===== src/rtl/draw_line.sv =====
// Bresenham line rasteriser: one draw-point update per clock from (X0,Y0) to (X1,Y1).
// Latency: first update visible 2 cycles after the start edge; done pulses 1 cycle after the last point.
// Backpressure: ul1Hold freezes stepping; optional DRAW_LINE_CLIP_EN suppresses updates outside P_X_MAX/P_Y_MAX.
module draw_line #(
    parameter int P_X_MAX = 319,
    parameter int P_Y_MAX = 239
) (
    input  logic        ul1Clock,
    input  logic        ul1Reset_n,
    input  logic        ul1Start,
    input  logic [8:0]  ul9X0,
    input  logic [8:0]  ul9Y0,
    input  logic [8:0]  ul9X1,
    input  logic [8:0]  ul9Y1,
    input  logic [11:0] ul12Color,
    input  logic        ul1Hold,
    output logic        ul1Busy,
    output logic        ul1Done,
    output logic        ul1Update,
    output logic [8:0]  ul9PosX,
    output logic [8:0]  ul9PosY,
    output logic [11:0] ul12Rgb12Data
);

    typedef enum logic [1:0] {S_IDLE, S_SETUP, S_STEP, S_DONE} state_t;

`ifdef DRAW_LINE_CLIP_EN
    localparam bit CLIP_EN = 1'b1;
`else
    localparam bit CLIP_EN = 1'b0;
`endif

    state_t             state_q, state_d;
    logic [8:0]         x0_q, x0_d, y0_q, y0_d, x1_q, x1_d, y1_q, y1_d;
    logic [8:0]         x_q, x_d, y_q, y_d;
    logic [11:0]        col_q, col_d;
    logic signed [11:0] dx_q, dx_d, dy_q, dy_d, err_q, err_d;
    logic               sxn_q, sxn_d, syn_q, syn_d;
    logic               busy_q, busy_d, done_q, done_d, upd_q, upd_d;
    logic [8:0]         posx_q, posx_d, posy_q, posy_d;
    logic [11:0]        rgb_q, rgb_d;

    logic [8:0]         adx, ady;
    logic signed [12:0] e2, dx_w, dy_w;
    logic               in_range, vis;

    assign adx  = (x1_q >= x0_q) ? (x1_q - x0_q) : (x0_q - x1_q);
    assign ady  = (y1_q >= y0_q) ? (y1_q - y0_q) : (y0_q - y1_q);
    // e2 is one bit wider than err so doubling can never overflow.
    assign e2   = {err_q, 1'b0};
    assign dx_w = {dx_q[11], dx_q};
    assign dy_w = {dy_q[11], dy_q};

    assign in_range = (x_q <= P_X_MAX[8:0]) && (y_q <= P_Y_MAX[8:0]);
    assign vis      = !CLIP_EN || in_range;

    always_comb begin
        state_d = state_q;
        x0_d    = x0_q;
        y0_d    = y0_q;
        x1_d    = x1_q;
        y1_d    = y1_q;
        x_d     = x_q;
        y_d     = y_q;
        col_d   = col_q;
        dx_d    = dx_q;
        dy_d    = dy_q;
        err_d   = err_q;
        sxn_d   = sxn_q;
        syn_d   = syn_q;
        busy_d  = busy_q;
        done_d  = 1'b0;
        upd_d   = 1'b0;
        posx_d  = posx_q;
        posy_d  = posy_q;
        rgb_d   = rgb_q;
        case (state_q)
            S_IDLE: begin
                if (ul1Start) begin
                    x0_d    = ul9X0;
                    y0_d    = ul9Y0;
                    x1_d    = ul9X1;
                    y1_d    = ul9Y1;
                    col_d   = ul12Color;
                    busy_d  = 1'b1;
                    state_d = S_SETUP;
                end
            end
            S_SETUP: begin
                dx_d    = $signed({3'b000, adx});
                dy_d    = 12'sd0 - $signed({3'b000, ady});
                err_d   = $signed({3'b000, adx}) - $signed({3'b000, ady});
                sxn_d   = !(x0_q < x1_q);
                syn_d   = !(y0_q < y1_q);
                x_d     = x0_q;
                y_d     = y0_q;
                state_d = S_STEP;
            end
            S_STEP: begin
                if (!ul1Hold) begin
                    upd_d  = vis;
                    posx_d = x_q;
                    posy_d = y_q;
                    rgb_d  = col_q;
                    if (x_q == x1_q && y_q == y1_q) begin
                        state_d = S_DONE;
                    end else begin
                        if (e2 >= dy_w) begin
                            err_d = err_d + dy_q;
                            x_d   = sxn_q ? (x_q - 9'd1) : (x_q + 9'd1);
                        end
                        if (e2 <= dx_w) begin
                            err_d = err_d + dx_q;
                            y_d   = syn_q ? (y_q - 9'd1) : (y_q + 9'd1);
                        end
                    end
                end
            end
            S_DONE: begin
                done_d  = 1'b1;
                busy_d  = 1'b0;
                state_d = S_IDLE;
            end
            default: state_d = S_IDLE;
        endcase
    end

    always_ff @(posedge ul1Clock or negedge ul1Reset_n) begin
        if (!ul1Reset_n) begin
            state_q <= S_IDLE;
            x0_q    <= '0;
            y0_q    <= '0;
            x1_q    <= '0;
            y1_q    <= '0;
            x_q     <= '0;
            y_q     <= '0;
            col_q   <= '0;
            dx_q    <= '0;
            dy_q    <= '0;
            err_q   <= '0;
            sxn_q   <= 1'b0;
            syn_q   <= 1'b0;
            busy_q  <= 1'b0;
            done_q  <= 1'b0;
            upd_q   <= 1'b0;
            posx_q  <= '0;
            posy_q  <= '0;
            rgb_q   <= '0;
        end else begin
            state_q <= state_d;
            x0_q    <= x0_d;
            y0_q    <= y0_d;
            x1_q    <= x1_d;
            y1_q    <= y1_d;
            x_q     <= x_d;
            y_q     <= y_d;
            col_q   <= col_d;
            dx_q    <= dx_d;
            dy_q    <= dy_d;
            err_q   <= err_d;
            sxn_q   <= sxn_d;
            syn_q   <= syn_d;
            busy_q  <= busy_d;
            done_q  <= done_d;
            upd_q   <= upd_d;
            posx_q  <= posx_d;
            posy_q  <= posy_d;
            rgb_q   <= rgb_d;
        end
    end

    assign ul1Busy       = busy_q;
    assign ul1Done       = done_q;
    assign ul1Update     = upd_q;
    assign ul9PosX       = posx_q;
    assign ul9PosY       = posy_q;
    assign ul12Rgb12Data = rgb_q;

endmodule

===== config.mk =====
export PLATFORM = sky130hd
export DESIGN_NAME = draw_line
export DESIGN_NICKNAME = d
export VERILOG_FILES = /design/src/rtl/draw_line.sv
export SDC_FILE = /design/constraint.sdc
export NUM_CORES = 1
export LEC_CHECK = 0
export ABC_CLOCK_PERIOD_IN_PS = 5400
export CORE_ASPECT_RATIO = 1.1
export CORE_UTILIZATION = 46
export CTS_BUF_LIST = sky130_fd_sc_hd__clkbuf_4 sky130_fd_sc_hd__clkbuf_8
export CTS_CLUSTER_SIZE = 14
export DETAILED_ROUTE_END_ITERATION = 12
export PLACE_DENSITY = 0.74
export SLEW_MARGIN = 20
export SYNTH_ARGS = -nofsm -noshare
export SYNTH_HDL_FRONTEND = slang
export SYNTH_SLANG_ARGS = --single-unit

===== constraint.sdc =====
create_clock -name ul1Clock -period 5.4 [get_ports ul1Clock]
set_input_delay 1.08 -clock ul1Clock [delete_from_list [all_inputs] [get_ports ul1Clock]]
set_output_delay 1.08 -clock ul1Clock [all_outputs]
set_load 0.02 [all_outputs]

; ---- After elaboration in Yosys (flattened, before gate mapping)
; Cells that the tools add are included.
[classes]
eq_ne = 11
addsub = 12
n_mux = 29
n_shift = 0
div = 0
mul = 0
bitwise_logic = 1
magnitude_cmp = 6
reduce_logical = 13
[op_table]
columns = cell, n
row1 = $mux 9, 10
row2 = $mux 12, 7
row3 = $pmux 9 s2, 2
row4 = $sub 9x9->9, 4
row5 = $add 12x10->12, 2
row6 = $pmux 12 s2, 1
row7 = $add 9x1->9 const B, 2
row8 = $eq 9x9->1, 2
row9 = $ge 9x9->1, 2
row10 = $lt 9x9->1, 2
row11 = $sub 9x1->9 const B, 2
row12 = $ge 13x10->1, 1
row13 = $le 13x10->1, 1
row14 = $ne 2x2->1 const B, 6
row15 = $sub 1x9->10 const A, 1
row16 = $sub 9x9->10, 1
row17 = $pmux 2 s4, 1
row18 = $reduce_and 4->1, 2
row19 = $mux 2, 3
row20 = $reduce_and 2->1, 3
row21 = $reduce_and 3->1, 2
row22 = $eq 2x2->1 const B, 2
row23 = $mux 1, 4
row24 = $reduce_bool 2->1, 2
row25 = other kinds (6), 7
[totals]
inputBits = 52
ff_bits = 134
elab_cells = 91
n_memories = 0
out_inout_bits = 33
rom_bits = 0
latchBits = 0
ram_bits = 0

; ---- Depth between registers and ports, before layout
; Gate-level depths: netlist of the first run.
[logic_depth]
depth_word = 10
ltp_mapped = 21
depth_no_buf = 19

; ---- Worst setup path after synthesis of the first run
; No wires, ideal clock.
[synth_path]
path_type = register -> register
from = register, netlist name dy_q[9]
to = register err_q[10]
setup_time_ns = 0.126
required_ns = 5.274
n_path_buf = 1
stages_incl_launch_ff = 21
t_arrival_ns = 4.502
synth_period_minus_slack_ns = 4.628
path_slack_ns = 0.772
cell_sequence = dfrtp_1 -> inv_1 -> ha_1 -> inv_1 -> o21ai_0 -> a211o_1 -> o31ai_1 -> mux2i_1 -> clkbuf_1 -> mux2_2 -> ha_1 -> fa_1 -> a21o_1 -> a21oi_1 -> nor2_1 -> o31a_1 -> or3_1 -> a21oi_1 -> a2111oi_0 -> xnor2_1 -> a221o_1
[synth_via]
elab_chain_cells = 10
elab_cells_between_ends = 11
cone_classes = add/sub: 2 / order compare: 1 / mux: 8
[synth_lines]
columns = item, line_no
row1 = $add 12x10->12 / $ge 13x10->1 (equally long branches), "109, 108"
row2 = $mux 12 (*), 108  ; if (e2 >= dy_w) begin
row3 = $mux 12 (*), 105  ; if (x_q == x1_q && y_q == y1_q) begin
row4 = $mux 12 (*), 100  ; if (!ul1Hold) begin
row5 = $mux 12 (*), 77  ; case (state_q)
row6 = $add 12x10->12, 113  ; err_d = err_d + dx_q;
row7 = $mux 12 (*), 112  ; if (e2 <= dx_w) begin
row8 = $mux 12 (*), 105
row9 = $mux 12 (*), 100
row10 = $pmux 12 s2 (*), 77
row11 = "end signal, assigned", 160  ; err_q <= err_d;
row12 = "end, declared", 37  ; logic signed [11:0] dx_q, dx_d, dy_q, dy_d, err_q, err_d;
; Mark *: on every way between the ends. The rest lies on a longest branch, timed or not. The select of a mux whose other input is x is not followed.
; A chain may end at the register's enable or synchronous reset.

; ---- Worst setup path in the final report of the first run
[layout_path]
from = register, netlist name dy_q[9]
to = register err_q[10]
[layout_via]
elab_chain_cells = 10
elab_cells_between_ends = 11
cone_classes = add/sub: 2 / order compare: 1 / mux: 8
[layout_lines]
columns = item, line_no
row1 = $add 12x10->12 / $ge 13x10->1 (equally long branches), "109, 108"
row2 = $mux 12 (*), 108
row3 = $mux 12 (*), 105
row4 = $mux 12 (*), 100
row5 = $mux 12 (*), 77
row6 = $add 12x10->12, 113
row7 = $mux 12 (*), 112
row8 = $mux 12 (*), 105
row9 = $mux 12 (*), 100
row10 = $pmux 12 s2 (*), 77
; Marks and branches as above.

==> out/results.tsv, run 1 <==
stage	metric	value	unit
status	status	finished clean	
floorplanning	DIE AREA	21800	um^2
hold_path	worst min-delay path endpoint	ul12Rgb12Data[11]$_DFFE_PN0P_	
critical_path	worst flop-to-flop path startpoint	dy_q[9]$_DFFE_PN0P_	
yosys	Yosys warning total	0	
critical_path	crit-path most repeated cell	a21oi_1	
critical_path	nature of the critical path startpoint	register	
sta	Sum Neg Setup Slack	0	ns
critical_path	crit path max fanout	13	
grt	Global Route met3 Usage	4.16	%
hold_path	Hold Path Stages	2	
critical_path	WP data arrival	5.36	ns
drt	via count	7984	
place	Post-DP HPWL	18000	um
sta	Slew Viols, Final	0	
yosys	Yosys cell types	75	
sta	Final Hold Fails	0	
grt	met1 usage	29.1	%
critical_path	CP max stage delay	0.45	ns
yosys	Mean Syn Cell Area	9.16	um^2
drt	Starting DRT DRC Count	500	
drt	WL/cell	16.6	um
job	Max Cap Viol	0	
cts	hold_buf cts	0	
sta	period utilisation layout	92.8	%
drt	# DRC	0	
grt	gr usage total	23.1	%
drt	via/cell ratio	5.54	
drt	routed wire length	24000	um
critical_path	Worst path slowest cell	ha_1	
cts	clock tree buffer depth	2	
yosys	Syn Nets	1233	
grt	GRT Residual Overflow	0	
yosys	Async SR Flop Fraction	100	%
final_layout	footprint of the multi-input gates	5940	um^2
yosys	post-synthesis sequential area ratio	34.3	%
place	IO buf count	84	
cts	Num CTS Buffers	17	
critical_path	R2R Path End	err_q[10]$_DFFE_PN0P_	
grt	largest net degree at the start of global routing	99	
cts	CTS Root Cell	clkbuf_8	
floorplanning	starting density of the core	47.2	%
final_layout	Nets	1309	
cts	Sink Count	134	
critical_path	CP Data Required Time	5.75	ns
cts	clock slew at reported path FFs	0.09	ns
place	GP Congestion	0.874	
floorplanning	Die X	141	um
floorplanning	Row Count	55	
critical_path	register-to-register setup slack	0.39	ns
cts	htree depth	4	
final_layout	register area	3350	um^2
final_layout	Layout fillers	1862	
sta	RSZ-0062 raised after global routing	no	
sta	skew final	0.0145	ns
critical_path	R2R cell count	19	
grt	initial antenna violation count	0	
cts	setup bufs post-CTS	0	
yosys	#FFs+latches synth	134	
yosys	Post-Syn Instances	1067	
critical_path	CP Cell Sequence	inv_1 -> ha_1 -> a21oi_1 -> o21ai_0 -> a211o_1 -> o31ai_1 -> mux2i_1 -> mux2_2 -> ha_1 -> fa_1 -> a21o_1 -> a21oi_1 -> nor2_1 -> o31a_1 -> or3_1 -> a21oi_1 -> a2111oi_0 -> xnor2_1 -> a221o_1	
cts	clock latency on the worst-skew pair	0.46	ns
sta	minimum clock period	5.01	ns
sta	fmax	0.200	GHz
final_layout	number of diodes	0	
sta	max_slew headroom	26.7	%
final_layout	share of layout cells above drive strength 1	10.5	%
cts	post-CTS sizing	0	
yosys	synthesized area	9780	um^2
yosys	Post-synth EDFFs	0	
grt	first-pass GRT wire length	40000	um
final_layout	P&R area growth vs syn	15.6	%
drt	DRT Pass-1 Iters	5	
sta	Slew @ Worst Pin	1.10	ns
sta	# setup viols final	0	
drt	DRT antenna net count	0	
critical_path	CP Capture Type	register	
hold_path	hold crit path type	register to register	
floorplanning	CORE AREA	20700	um^2
yosys	top_reg_cell synth	dfrtp_1	
hold_path	Min-Delay Startpoint	col_q[11]$_DFFE_PN0P_	
grt	met2 GRT Util	39.2	%
floorplanning	I/O Pins	85	
cts	TritonCTS clock tree	yes	
grt	vias in the first global route	8099	
floorplanning	Die Ht	155	um
critical_path	kind of critical path	register to register	
grt	GRT busiest layer	met2	
==> per-stage QoR <==
stage                     std cells  instance area, um^2  setup slack (ns)  util, %  hold slack [ns]
after floorplan                1067                 9780             0.772        -            0.433
after global placement         1409                10900             0.559     52.7            0.440
after detailed placement       1409                10900             0.441     52.7            0.450
after CTS                      1441                11300             0.406     54.6            0.467
after global routing           1441                11300            0.0851     54.6            0.492
final                          1441                11300             0.389     54.6            0.462
==> critical path, delay by kind of cell (launching register included) <==
kind            cells  cell delay [ns]
buf+inv             1             0.11
compound gates     10             2.17
fa+ha+maj           3             1.06
xor+xnor            1             0.20
mux                 2             0.54
simple gates        2             0.44
flops               1             0.38
==> worst max path at each step <==
stage / startpoint / end / slack (ns) / cells after the start
after global routing: dy_q[9]$_DFFE_PN0P_ / err_q[10]$_DFFE_PN0P_ / 0.09 / 20
after floorplan: dy_q[9]$_DFFE_PN0P_ / err_q[10]$_DFFE_PN0P_ / 0.77 / 20
after CTS: dy_q[9]$_DFFE_PN0P_ / err_q[10]$_DFFE_PN0P_ / 0.41 / 19
final: dy_q[9]$_DFFE_PN0P_ / err_q[10]$_DFFE_PN0P_ / 0.39 / 19
after detailed placement: dy_q[9]$_DFFE_PN0P_ / err_q[10]$_DFFE_PN0P_ / 0.44 / 19
after global placement: dy_q[9]$_DFFE_PN0P_ / err_q[10]$_DFFE_PN0P_ / 0.56 / 19
==> cells in the final DEF, fill, tap and decap left out, types with 4 or more instances in the layout <==
| master | count |
|---|---|
| nand2_1 | 135 |
| dfrtp_1 | 134 |
| ha_1 | 105 |
| inv_1 | 88 |
| clkdlybuf4s50_1 | 83 |
| a21oi_1 | 72 |
| o21ai_0 | 59 |
| mux2_2 | 58 |
| nor2_1 | 57 |
| xnor2_1 | 46 |
| a21o_1 | 23 |
| mux2i_1 | 23 |
| nand3_1 | 18 |
| xor2_1 | 17 |
| clkbuf_8 | 17 |
| nand2b_1 | 14 |
| nor2b_1 | 13 |
| nand4_1 | 12 |
| nor3_1 | 12 |
| buf_4 | 11 |
| o211ai_1 | 10 |
| a31oi_1 | 10 |
| fa_1 | 9 |
| a211oi_1 | 8 |
| inv_6 | 8 |
| o21a_1 | 7 |
| o22ai_1 | 6 |
| o21bai_1 | 5 |
| nand3b_1 | 5 |
| a221o_1 | 5 |
| a2111oi_0 | 5 |
| and4_1 | 4 |
| and2_1 | 4 |
| a221oi_1 | 4 |
| or3_1 | 4 |
==> synth_stat cells (all sizes together) (3+ instances only) <==
| master | n | area, um^2 |
|---|---|---|
| a2111oi | 5 | 43.8 |
| a211o | 3 | 27.5 |
| a211oi | 9 | 72.6 |
| a21o | 25 | 190 |
| a21oi | 74 | 385 |
| a221o | 5 | 50.1 |
| a221oi | 4 | 35.0 |
| a31oi | 10 | 62.6 |
| and2 | 4 | 25.0 |
| and4 | 4 | 35.0 |
| buf | 6 | 35.0 |
| clkbuf | 32 | 120 |
| dfrtp | 134 | 3350 |
| fa | 9 | 180 |
| ha | 105 | 1310 |
| inv | 88 | 330 |
| mux2 | 59 | 668 |
| mux2i | 23 | 230 |
| nand2 | 137 | 522 |
| nand2b | 14 | 87.6 |
| nand3 | 18 | 90.1 |
| nand3b | 5 | 37.5 |
| nand4 | 12 | 75.1 |
| nor2 | 58 | 220 |
| nor2b | 13 | 81.3 |
| nor3 | 12 | 60.1 |
| nor4 | 3 | 18.8 |
| o211ai | 10 | 75.1 |
| o21a | 7 | 52.6 |
| o21ai | 61 | 309 |
| o21bai | 5 | 37.5 |
| o22ai | 6 | 37.5 |
| o311ai | 4 | 35.0 |
| o31a | 4 | 36.3 |
| or3 | 4 | 25.0 |
| xnor2 | 46 | 403 |
| xor2 | 17 | 149 |
==> area by class of cell <==
type,count,area share (%)
multi-input cells,805,52.6
clock inverters,15,1.37
flip-flops and latches,134,29.7
clock buffers,17,2.07
well taps,285,3.15
repair buffers,95,8.18
inverters,90,2.99
==> registers in the layout, indices dropped and copies added (netlist names), 2 cells and up <==
name	flops
state_q	2
ul12Rgb12Data	12
y0_q	9
dx_q	9
err_q	12
dy_q	10
ul9PosX	9
x_q	9
col_q	12
x0_q	9
y_q	9
x1_q	9
y1_q	9
ul9PosY	9
==> cell families after synthesis <==
| group | Yosys count | synth area share, % |
|---|---|---|
| AND/OR/NAND/NOR | 295 | 14.0 |
| buffers and inverters | 128 | 5.04 |
| XOR/XNOR | 63 | 5.64 |
| flip-flops | 134 | 34.3 |
| adder cells (fa/ha/maj) | 114 | 15.3 |
| AO/OA/AOI/OAI | 251 | 16.6 |
| multiplexers | 82 | 9.19 |
==> routing by layer <==
layer | wire [um] | part of all wire, %
met5 | 0 | 0
met4 | 603 | 2.5
met3 | 1180 | 4.9
met2 | 11600 | 48
met1 | 10600 | 44
Power of run 1 is not shown: default switching activity piles up to over one toggle a cycle in this logic, so the estimate is an artifact.
==> run 2: changes to the inputs <==
SLEW_MARGIN = not set   (was 20)
==> run 2 against run 1 <==
Effect of this change: core utilization barely moved; largest cell class unchanged; global-route usage unchanged; flip-flop and latch count stayed put; sequential share of layout area is essentially flat.
==> out/results.tsv, run 2 (synthesized netlist as in run 1, its figures left out) <==
stage	metric	value	unit
drt	DRT antenna net count	0	
sta	skew final	0.0124	ns
sta	Slew Viols, Final	0	
final_layout	Core Util, Final	54.6	%
drt	DRT Pass-1 Iters	7	
grt	first-pass GRT wire length	40000	um
grt	largest net degree at the start of global routing	99	
drt	via/cell ratio	5.52	
floorplanning	Die Ht	155	um
cts	htree depth	4	
grt	GRT Residual Overflow	0	
drt	routed wl met2	11600	um
final_layout	footprint of the multi-input gates	5940	um^2
floorplanning	Die X	141	um
final_layout	register area	3350	um^2
floorplanning	starting density of the core	47.2	%
critical_path	CP Cell Sequence	inv_1 -> ha_1 -> a21oi_1 -> o21ai_0 -> a211o_1 -> o31ai_1 -> mux2i_1 -> mux2_2 -> ha_1 -> fa_1 -> a21o_1 -> a21oi_1 -> nor2_1 -> o31a_1 -> or3_1 -> a21oi_1 -> a2111oi_0 -> xnor2_1 -> a221o_1	
sta	minimum clock period	5.01	ns
job	Max Cap Viol	0	
critical_path	crit path max fanout	13	
final_layout	Layout fillers	1863	
cts	Num CTS Buffers	17	
final_layout	number of diodes	0	
sta	RSZ-0062 raised after global routing	no	
drt	DRT met1 WL	10600	um
status	status	finished clean	
final_layout	commonest non-fill, non-tap cells in the layout	135 x nand2_1, 134 x dfrtp_1, 105 x ha_1	
final_layout	Nets	1309	
grt	vias in the first global route	8099	
final_layout	P&R area growth vs syn	15.6	%
cts	setup bufs post-CTS	0	
drt	Starting DRT DRC Count	487	
critical_path	CP max stage delay	0.45	ns
critical_path	WP data arrival	5.36	ns
cts	clock slew at reported path FFs	0.09	ns
cts	hold_buf cts	0	
final_layout	most common cell after layout, fill and taps aside	nand2_1	
critical_path	CP Data Required Time	5.75	ns
drt	via count	7958	
sta	Sum Neg Setup Slack	0	ns
floorplanning	CORE AREA	20700	um^2
floorplanning	DIE AREA	21800	um^2
sta	max_slew headroom	15.7	%
critical_path	nature of the critical path startpoint	register	
floorplanning	I/O Pins	85	
place	Post-DP HPWL	18000	um
critical_path	Worst path slowest cell	ha_1	
cts	TritonCTS clock tree	yes	
drt	routed wl met3	1100	um
sta	# setup viols final	0	
place	GP Congestion	0.874	
cts	clock tree buffer depth	2	
final_layout	share of layout cells above drive strength 1	10.4	%
sta	period utilisation layout	92.8	%
floorplanning	Row Count	55	
drt	routed wire length	23900	um
critical_path	CP Capture Type	register	
critical_path	kind of critical path	register to register	
hold_path	hold crit path type	register to register	
drt	Max Used Layer	met4	
cts	clock latency on the worst-skew pair	0.46	ns
cts	post-CTS sizing	0	
place	IO buf count	84	
cts	Sink Count	134	
cts	CTS Root Cell	clkbuf_8	
sta	Final Hold Fails	0	
grt	gr usage total	23.1	%
critical_path	crit-path most repeated cell	a21oi_1	
drt	# DRC	0	
drt	WL/cell	16.6	um
sta	Slew @ Worst Pin	1.26	ns
sta	fmax	0.200	GHz
grt	initial antenna violation count	0	
## run 2: per-layer routing
layer  GRT usage [%]  vias to the layer above
li1                -                     3881
met1            29.1                     3862
met2            39.2                      177
met3            4.16                       38
met4            9.06                        0
met5               0                        -
## run 2: worst paths after layout
path	cells past startpoint	slack, ns	start	to
worst max register to register	19	0.39	dy_q[9]$_DFFE_PN0P_	err_q[10]$_DFFE_PN0P_
worst min register to register	2	0.46	col_q[11]$_DFFE_PN0P_	ul12Rgb12Data[11]$_DFFE_PN0P_
worst min-delay path	2	0.46	col_q[11]$_DFFE_PN0P_	ul12Rgb12Data[11]$_DFFE_PN0P_
max in group asynchronous	2	3.63	ul1Reset_n	x_q[1]$_DFFE_PN0P_
min in group asynchronous	1	0.71	ul1Reset_n	state_q[1]$_DFFE_PN0P_
worst max-delay path	19	0.39	dy_q[9]$_DFFE_PN0P_	err_q[10]$_DFFE_PN0P_
## run 2: through the flow
stage / area (um^2) / setup slack, ns / hold slack (ns) / std cells
3_3_place_gp: 10900 / 0.559 / 0.440 / 1409
2_1_floorplan: 9780 / 0.772 / 0.433 / 1067
6_report: 11300 / 0.391 / 0.461 / 1441
5_1_grt: 11300 / 0.0851 / 0.492 / 1441
4_1_cts: 11300 / 0.406 / 0.467 / 1441
3_5_place_dp: 10900 / 0.441 / 0.450 / 1409
## run 2: layout make-up
type                       instances  share of cell area, %
multi-input combinational        805                   52.6
sequential                       134                   29.7
timing repair buffer              95                   8.18
tap                              285                   3.16
inverter                          90                   2.99
clock buffer                      17                   2.07
clock inverter                    15                   1.37
## run 2: critical path: cells and delay by family (launching register included)
kind            cells  cell delay, ns
simple gates        2            0.44
buf+inv             1            0.11
fa+ha+maj           3            1.06
compound gates     10            2.18
flops               1            0.38
mux                 2            0.54
xor+xnor            1            0.20
Power of run 2 is left out for the same reason.
==> run 3: changes to the inputs <==
CAP_MARGIN = 20   (was not set)
==> run 3 against run 2 <==
Effect of this change: global-route usage is the same; maximum frequency shrank 0.14%; worst hold slack gained 0.0013 ns; core utilization is essentially flat; highest routed layer unchanged; non-clock buffer count grew 1; first-iteration DRC count grew 2.7%.
==> out/results.tsv, run 3 (synthesized netlist as in run 1, its figures left out) <==
stage	metric	value	unit
grt	first-pass GRT wire length	40000	um
cts	Sink Count	134	
floorplanning	DIE AREA	21800	um^2
sta	post-route setup slack	0.384	ns
drt	Starting DRT DRC Count	500	
sta	Slew @ Worst Pin	1.13	ns
floorplanning	Die Ht	155	um
cts	post-CTS sizing	0	
critical_path	nature of the critical path startpoint	register	
floorplanning	Row Count	55	
grt	vias in the first global route	8099	
critical_path	worst flop-to-flop path startpoint	dy_q[9]$_DFFE_PN0P_	
final_layout	Layout fillers	1863	
drt	routed wire length	23900	um
sta	minimum clock period	5.02	ns
grt	met1 usage	29.1	%
status	status	finished clean	
place	IO buf count	84	
hold_path	Min-Delay Startpoint	col_q[11]$_DFFE_PN0P_	
final_layout	register area	3350	um^2
critical_path	CP Cell Sequence	inv_1 -> ha_1 -> a21oi_1 -> o21ai_0 -> a211o_1 -> o31ai_1 -> mux2i_1 -> mux2_2 -> ha_1 -> fa_1 -> a21o_1 -> a21oi_1 -> nor2_1 -> o31a_1 -> or3_1 -> a21oi_1 -> a2111oi_0 -> xnor2_1 -> a221o_1	
sta	RSZ-0062 raised after global routing	no	
critical_path	CP Data Required Time	5.75	ns
cts	TritonCTS clock tree	yes	
drt	via count	7988	
floorplanning	I/O Pins	85	
sta	fmax	0.199	GHz
sta	Final Hold Fails	0	
grt	initial antenna violation count	0	
cts	hold_buf cts	0	
critical_path	crit-path most repeated cell	a21oi_1	
drt	via/cell ratio	5.54	
drt	WL/cell	16.6	um
place	Post-DP Area	10900	um^2
drt	DRT Pass-1 Iters	5	
cts	clock slew at reported path FFs	0.09	ns
critical_path	Worst Path Buf+Inv	1	
sta	skew final	0.0129	ns
cts	htree depth	4	
final_layout	footprint of the multi-input gates	5940	um^2
final_layout	number of diodes	0	
hold_path	worst min-delay path endpoint	ul12Rgb12Data[11]$_DFFE_PN0P_	
floorplanning	starting density of the core	47.2	%
critical_path	Worst path slowest cell	ha_1	
cts	CTS Root Cell	clkbuf_8	
critical_path	CP delay by family, top	compound AO/OA/AOI/OAI gates	
job	Max Cap Viol	0	
sta	max_slew headroom	24.5	%
sta	period utilisation layout	92.9	%
final_layout	share of layout cells above drive strength 1	10.5	%
sta	Sum Neg Setup Slack	0	ns
final_layout	P&R area growth vs syn	15.7	%
floorplanning	Die X	141	um
drt	# DRC	0	
grt	met2 GRT Util	39.2	%
critical_path	WP data arrival	5.37	ns
floorplanning	CORE AREA	20700	um^2
cts	clock latency on the worst-skew pair	0.46	ns
critical_path	R2R Path End	err_q[10]$_DFFE_PN0P_	
critical_path	kind of critical path	register to register	
cts	Num CTS Buffers	17	
sta	Slew Viols, Final	0	
final_layout	most common cell after layout, fill and taps aside	nand2_1	
critical_path	Levels on crit path	19	
final_layout	Core Util, Final	54.6	%
hold_path	hold crit path type	register to register	
critical_path	R2R cell count	19	
place	GP Congestion	0.874	
critical_path	CP max stage delay	0.45	ns
grt	Global Route met3 Usage	4.16	%
drt	DRT antenna net count	0	
final_layout	commonest non-fill, non-tap cells in the layout	135 x nand2_1, 134 x dfrtp_1, 105 x ha_1	
grt	gr usage total	23.1	%
hold_path	Hold Path Stages	2	
place	Post-DP HPWL	18000	um
cts	setup bufs post-CTS	0	
grt	GRT busiest layer	met2	
grt	largest net degree at the start of global routing	99	
critical_path	crit path max fanout	13	
critical_path	register-to-register setup slack	0.38	ns
critical_path	CP Capture Type	register	
sta	# setup viols final	0	
final_layout	Nets	1310	
place	Post-Place Worst Slack	0.441	ns
cts	clock tree buffer depth	2	
grt	GRT Residual Overflow	0	
final_layout	final instance area	11300	um^2
run 3: area by class of cell:
type                       instances  area share (%)
clock inverter                    15            1.37
sequential                       134            29.6
timing repair buffer              96            8.24
clock buffer                      17            2.07
multi-input combinational        805            52.5
inverter                          90            2.99
tap                              285            3.15
run 3: worst max path at each step:
stage | from | to | slack (ns)
2_1_floorplan | dy_q[9]$_DFFE_PN0P_ | err_q[10]$_DFFE_PN0P_ | 0.77
3_3_place_gp | dy_q[9]$_DFFE_PN0P_ | err_q[10]$_DFFE_PN0P_ | 0.56
3_5_place_dp | dy_q[9]$_DFFE_PN0P_ | err_q[10]$_DFFE_PN0P_ | 0.44
4_1_cts | dy_q[9]$_DFFE_PN0P_ | err_q[10]$_DFFE_PN0P_ | 0.41
5_1_grt | dy_q[9]$_DFFE_PN0P_ | err_q[10]$_DFFE_PN0P_ | 0.09
6_report | dy_q[9]$_DFFE_PN0P_ | err_q[10]$_DFFE_PN0P_ | 0.38
run 3: metrics by stage:
step	hold slack (ns)	std cells
after floorplan	0.433	1067
after global placement	0.440	1409
final	0.462	1442
after CTS	0.467	1441
after detailed placement	0.450	1409
after global routing	0.492	1442
run 3: worst reg2reg max path: stages (launching register included):
cell	delay, ns
dfrtp_1	0.38
inv_1	0.11
ha_1	0.45
a21oi_1	0.18
o21ai_0	0.12
a211o_1	0.28
o31ai_1	0.36
mux2i_1	0.21
mux2_2	0.33
ha_1	0.21
fa_1	0.40
a21o_1	0.18
a21oi_1	0.19
nor2_1	0.10
o31a_1	0.27
or3_1	0.35
a21oi_1	0.16
a2111oi_0	0.10
xnor2_1	0.20
a221o_1	0.35
run 3: metal layers:
layer	up-vias	part of all wire [%]	wire [um]
met4	0	2.5	607
met5	-	0	0
li1	3892	-	-
met2	212	48	11500
met1	3843	44	10500
met3	41	5.2	1240
Power of run 3 is left out for the same reason.
